## src/rtl/dist_pkg.sv

```systemverilog
// Shared sizing defaults, derivation helpers and loader state encoding.
package dist_pkg;

    localparam int D_DEF          = 256;
    localparam int BW_DEF         = 1;
    localparam int IN_W_DEF       = 32;
    localparam int ADDR_SPACE_DEF = 16;

    // Stream beats needed to fill one SRAM row.
    function automatic int calc_beats(input int d, input int bw, input int in_w);
        return (d * bw) / in_w;
    endfunction

    // Beat counter width; a single-beat row still needs a 1-bit counter.
    function automatic int calc_bcnt_w(input int beats);
        return (beats > 1) ? $clog2(beats) : 1;
    endfunction

    typedef enum logic [1:0] {
        IDLE    = 2'd0,
        FILL    = 2'd1,
        LAST_WR = 2'd2,
        DONE    = 2'd3
    } state_e;

endpackage

```

## src/rtl/dist_row_packer.sv

```systemverilog
// Packs IN_W-bit beats MSB-first into one ROW_W-bit row. The row output
// already contains the beat being pushed this cycle, so the loader can
// register a complete row on the same edge that accepts its last beat.
module dist_row_packer
    import dist_pkg::*;
#(
    parameter int ROW_W  = 256,
    parameter int IN_W   = 32,
    parameter int BEATS  = 8,
    parameter int BCNT_W = 3
) (
    input  logic              clk,
    input  logic              rst_n,
    input  logic              push,
    input  logic [IN_W-1:0]   beat,
    output logic [ROW_W-1:0]  row,
    output logic              row_full
);

    localparam logic [BCNT_W-1:0] LAST = BCNT_W'(BEATS - 1);

    logic [BCNT_W-1:0] cnt_q, cnt_d;
    logic [ROW_W-1:0]  row_q, row_d;

    // Drop the incoming beat into its slot and advance the wrapping counter.
    always_comb begin
        row_d = row_q;
        cnt_d = cnt_q;
        if (push) begin
            row_d[(BEATS - 1 - int'(cnt_q)) * IN_W +: IN_W] = beat;
            cnt_d = (cnt_q == LAST) ? '0 : cnt_q + 1'b1;
        end
    end

    // Packing register and beat counter.
    always_ff @(posedge clk or negedge rst_n) begin
        if (!rst_n) begin
            cnt_q <= '0;
            row_q <= '0;
        end else begin
            cnt_q <= cnt_d;
            row_q <= row_d;
        end
    end

    assign row      = row_d;
    assign row_full = push && (cnt_q == LAST);

endmodule

```

## src/rtl/dist_sram_loader.sv

```systemverilog
// Write-side front end of the distance SRAM bank: job FSM, row counter and
// address generation around a beat packer, driving the single write port.
module dist_sram_loader
    import dist_pkg::*;
#(
    parameter int D          = D_DEF,
    parameter int BW         = BW_DEF,
    parameter int IN_W       = IN_W_DEF,
    parameter int ADDR_SPACE = ADDR_SPACE_DEF
) (
    input  logic                  clk,
    input  logic                  rst_n,
    input  logic                  start,
    input  logic [ADDR_SPACE-1:0] base_addr,
    input  logic [ADDR_SPACE:0]   num_rows,
    input  logic                  in_valid,
    input  logic [IN_W-1:0]       in_data,
    output logic                  in_ready,
    output logic                  wsb,
    output logic [ADDR_SPACE-1:0] waddr,
    output logic [D*BW-1:0]       wdata,
    output logic                  busy,
    output logic                  done
);

    localparam int ROW_W  = D * BW;
    localparam int BEATS  = calc_beats(D, BW, IN_W);
    localparam int BCNT_W = calc_bcnt_w(BEATS);

    state_e                state_q, state_d;
    logic [ADDR_SPACE-1:0] base_q, base_d;
    logic [ADDR_SPACE:0]   rows_q, rows_d;
    logic [ADDR_SPACE:0]   ridx_q, ridx_d;
    logic                  wsb_q, wsb_d;
    logic [ADDR_SPACE-1:0] waddr_q, waddr_d;
    logic [ROW_W-1:0]      wdata_q, wdata_d;

    logic                  push;
    logic [ROW_W-1:0]      row;
    logic                  row_full;

    assign push = in_valid && (state_q == FILL);

    dist_row_packer #(
        .ROW_W  (ROW_W),
        .IN_W   (IN_W),
        .BEATS  (BEATS),
        .BCNT_W (BCNT_W)
    ) u_packer (
        .clk      (clk),
        .rst_n    (rst_n),
        .push     (push),
        .beat     (in_data),
        .row      (row),
        .row_full (row_full)
    );

    // Next-state, job capture and write-port launch.
    always_comb begin
        state_d = state_q;
        base_d  = base_q;
        rows_d  = rows_q;
        ridx_d  = ridx_q;
        wsb_d   = 1'b1;
        waddr_d = waddr_q;
        wdata_d = wdata_q;
        unique case (state_q)
            IDLE: begin
                if (start) begin
                    base_d  = base_addr;
                    rows_d  = num_rows;
                    ridx_d  = '0;
                    state_d = (num_rows != '0) ? FILL : DONE;
                end
            end
            FILL: begin
                if (row_full) begin
                    wsb_d   = 1'b0;
                    // Address wraps modulo the SRAM address space.
                    waddr_d = base_q + ridx_q[ADDR_SPACE-1:0];
                    wdata_d = row;
                    ridx_d  = ridx_q + 1'b1;
                    if (ridx_d == rows_q) state_d = LAST_WR;
                end
            end
            LAST_WR: state_d = DONE;
            DONE:    state_d = IDLE;
            default: state_d = IDLE;
        endcase
    end

    // State, job registers and registered SRAM write port.
    always_ff @(posedge clk or negedge rst_n) begin
        if (!rst_n) begin
            state_q <= IDLE;
            base_q  <= '0;
            rows_q  <= '0;
            ridx_q  <= '0;
            wsb_q   <= 1'b1;
            waddr_q <= '0;
            wdata_q <= '0;
        end else begin
            state_q <= state_d;
            base_q  <= base_d;
            rows_q  <= rows_d;
            ridx_q  <= ridx_d;
            wsb_q   <= wsb_d;
            waddr_q <= waddr_d;
            wdata_q <= wdata_d;
        end
    end

    assign in_ready = (state_q == FILL);
    assign busy     = (state_q != IDLE);
    assign done     = (state_q == DONE);
    assign wsb      = wsb_q;
    assign waddr    = waddr_q;
    assign wdata    = wdata_q;

endmodule

```

## config.mk

```make
export PLATFORM = sky130hd
export DESIGN_NAME = dist_sram_loader
export DESIGN_NICKNAME = d
export VERILOG_FILES = /design/src/rtl/dist_pkg.sv /design/src/rtl/dist_row_packer.sv /design/src/rtl/dist_sram_loader.sv
export SDC_FILE = /design/constraint.sdc
export NUM_CORES = 1
export LEC_CHECK = 0
export ABC_AREA = 1
export CORE_ASPECT_RATIO = 1.2
export CORE_UTILIZATION = 30
export DETAILED_ROUTE_END_ITERATION = 12
export HOLD_SLACK_MARGIN = 0.15
export PLACE_DENSITY = 0.53
export SYNTH_ARGS = -nofsm -noshare
export SYNTH_HDL_FRONTEND = slang
export SYNTH_SLANG_ARGS = --single-unit
```

## constraint.sdc

```tcl
create_clock -name clk -period 2.7 [get_ports clk]
set_clock_uncertainty 0.05 [all_clocks]
set_input_delay 0.54 -clock clk [delete_from_list [all_inputs] [get_ports clk]]
set_output_delay 0.54 -clock clk [all_outputs]
set_load 0.01 [all_outputs]
```

==> qor.csv <==
stage,metric,value,unit
pwr,Switching Fraction,32.4,%
global_route,GRT Residual Overflow,0,
route,via count,17700,
placement,gpl congestion,0.875,
status,status,"finished, final reports clean",
synth,number of synthesized flops with an enable pin,0,
timing,Final Max Slew Viols,0,
die,I/O pins,345,
route,average wire per standard cell,20.2,um
timing,Max-slew headroom,48.8,%
placement,hpwl dp,52700,um
synth,Ys Warns,0,
route,vias per std cell,4.66,
finish,most frequent cells in the layout,"966 x nand2_1, 581 x dfrtp_1, 342 x clkdlybuf4s50_1, 207 x mux2_2, 89 x inv_1",
global_route,vias in the first global route,18100,
pwr,Power Density,962,nW/um^2
pwr,Int Power,20.1,mW
pwr,combinational share of power,29.6,%
clock_network,Bufs on Longest Clock Path,3,
timing,f_max,0.384,GHz
pwr,worst vdd ir,0.549,mV
pwr,Flop pwr share,41.4,%
worst_setup_path,crit-path max FO,4,
flow_run,max-cap violations,0,
global_route,Total GRT Usage,19.0,%
finish,Antenna Cells,0,
synth,ys flop type,dfrtp_1,
worst_setup_path,max incr delay on CP,0.54,ns
global_route,first-pass GRT wire length,116000,um
worst_setup_path,CP required,2.11,ns
worst_setup_path,buffers and inverters on the worst path,3,
pwr,clock network fraction of design power,29.0,%
timing,Tcrit/Tclk final,96.5,%
synth,Syn Std Cell Area,23700,um^2
worst_setup_path,Worst setup SP type,flop,
timing,final-report hold violation count,0,
die,Rows,112,
die,Core ar.,78100,um^2
pwr,Lkg Pwr,15.4,nW
finish,Layout area overhead,30.3,%
route,Initial DRC Count,1331,
timing,worst-margin pin slew,0.766,ns
die,Die Width,259,um
clock_network,Sink Count,584,
min_path,Hold Path Class,flop to flop,
worst_setup_path,slowest cell on the critical path,clkdlybuf4s50_1,
synth,syn nets,2463,
die,Vert. Die Dim,310,um
worst_setup_path,kind of critical path,flop to primary output,
synth,post-synthesis cell count,2367,
synth,"Avg Cell Area, Syn",10.0,um^2
synth,ys async rst share,100,%
clock_network,CTS Root Cell,clkbuf_16,
route,Pre-Repair DR Iteration Count,5,
global_route,largest net degree at the start of global routing,117,
timing,Setup-failing EPs final,0,
pwr,Sw Pwr,9.63,mW
placement,Port Buffer Count,344,
worst_setup_path,Critical Path AT,2.02,ns
route,post-route DRC violation count,0,
route,antenna-violating nets left,0,
synth,Seq cells post-synth,584,
synth,"Distinct cells, synth",36,
clock_network,CTS tree,done,
worst_setup_path,CP endpoint kind,primary output,
finish,"commonest non-fill, non-tap cell in the layout",nand2_1,
timing,unrepaired setup endpoints after global routing,false,
placement,placed insts,3693,
clock_network,CTS buffer count,61,
die,total die area,80200,um^2
synth,sequential area share after synthesis,61.6,%
clock_network,post-CTS setup buffers,0,
global_route,number of antenna violations at the first check in global routing,2,
clock_network,CTS clock-pin slew for the worst setup and hold paths,0.06,ns
clock_network,clk_lat worst skew,0.63,ns
finish,layout cells sized above 1,14.5,%
worst_setup_path,CP top delay family,buffers and inverters,
die,Initial Util,30.4,%
clock_network,H-tree depth,2,
finish,Final #Nets,2827,
finish,Non-Filler Instances,3804,
timing,total negative slack,0,ns
route,Total Wirelength,76800,um
timing,Final min period,2.61,ns
worst_setup_path,crit path cell chain,inv_2 > ha_4 > buf_4 > clkdlybuf4s50_1,
registers in the layout, indices dropped and copies added (netlist names):
signal          flops
base_q             16
rows_q             17
waddr              16
u_packer.cnt_q      3
wsb                 1
wdata             256
state_q             2
ridx_q             17
u_packer.row_q    256
worst min-delay path, delay by kind of cell, from the launching register on:
| kind | cells | cell delay, ns |
|---|---|---|
| flops | 1 | 0.34 |
| simple gates | 2 | 0.10 |
per-layer routing:
metal	track usage, %	vias up	wire length [um]
met1	25.0	8832	33700
met2	31.4	452	36400
li1	-	8321	-
met5	0	-	27
met3	4.05	99	4440
met4	5.74	4	2220
through the flow:
stage	area (um^2)	util, %	power (mW)	hold WS [ns]	worst slack [ns]
final	30900	39.6	29.7	0.425	0.0942
after global routing	30900	39.6	31.4	0.431	0.00736
after CTS	30900	39.6	30.1	0.423	0.0115
after detailed placement	28800	37.0	21.4	0.413	-0.124
after global placement	28800	37.0	21.1	0.412	-0.0938
after floorplan	23700	-	16.8	0.194	0.360
cells by family (layout without fill, tap and decap cells):
group,after synthesis,after routing,share of synthesized area (%)
adders and majority gates,27,27,1.46
xor gates and xnor gates,12,12,0.443
and+or+nand+nor,1178,1178,19.7
DFF,584,584,61.6
AOI/OAI and AO/OA,144,144,3.25
muxes,214,214,10.2
buffers and inverters,208,619,3.40
path summary, 6_finish.rpt:
kind,slack [ns],startpoint,cells after the start,endpoint
hold reg to reg,0.42,wdata[238],2,wdata[238]
setup / recovery,0.09,state_q[1],4,in_ready
setup reg to reg,0.12,ridx_q[0],12,state_q[1]
hold / removal,0.42,wdata[238],2,wdata[238]
max in group asynchronous,1.24,rst_n,3,state_q[0]
min in group asynchronous,0.45,rst_n,2,u_packer.row_q[14]
power groups by stage:
stage          sequential (mW)  clock, mW  combinational [mW]
3_5_place_dp              12.5          0                8.86
4_1_cts                   12.4       8.87                8.92
3_3_place_gp              12.4          0                8.71
2_1_floorplan             12.5          0                4.35
6_report                  12.3       8.61                8.81
5_1_grt                   12.6       9.19                9.62
cells in the mapped netlist (all sizes together) (9+ instances only):
master	count	area share (%)
nor3	70	1.6
clkbuf	74	1.2
o22ai	11	0.29
a21oi	28	0.59
dfrtp	583	61
ha	26	1.4
buf	37	0.70
nor2	79	1.3
nand2	966	15
mux2	214	10
inv	96	1.5
nor4	9	0.34
nand3	38	0.80
o21ai	91	1.9
repair_timing:
item                                    CTS  global route
hold endpoints to repair                 45             0
hold buffers                              1             0
resized for setup                         3             3
endpoints found under the setup margin    1             3
cell type report:
type	count	area, um^2
Fill cell	7586	47100
Sequential cell	584	14600
Multi-Input combinational cell	1575	8380
Timing Repair Buffer	412	4230
Clock buffer	78	1690
Tap cell	1026	1280
Inverter	97	372
Clock inverter	32	348
No activity file was read; power rests on OpenSTA's default activity.
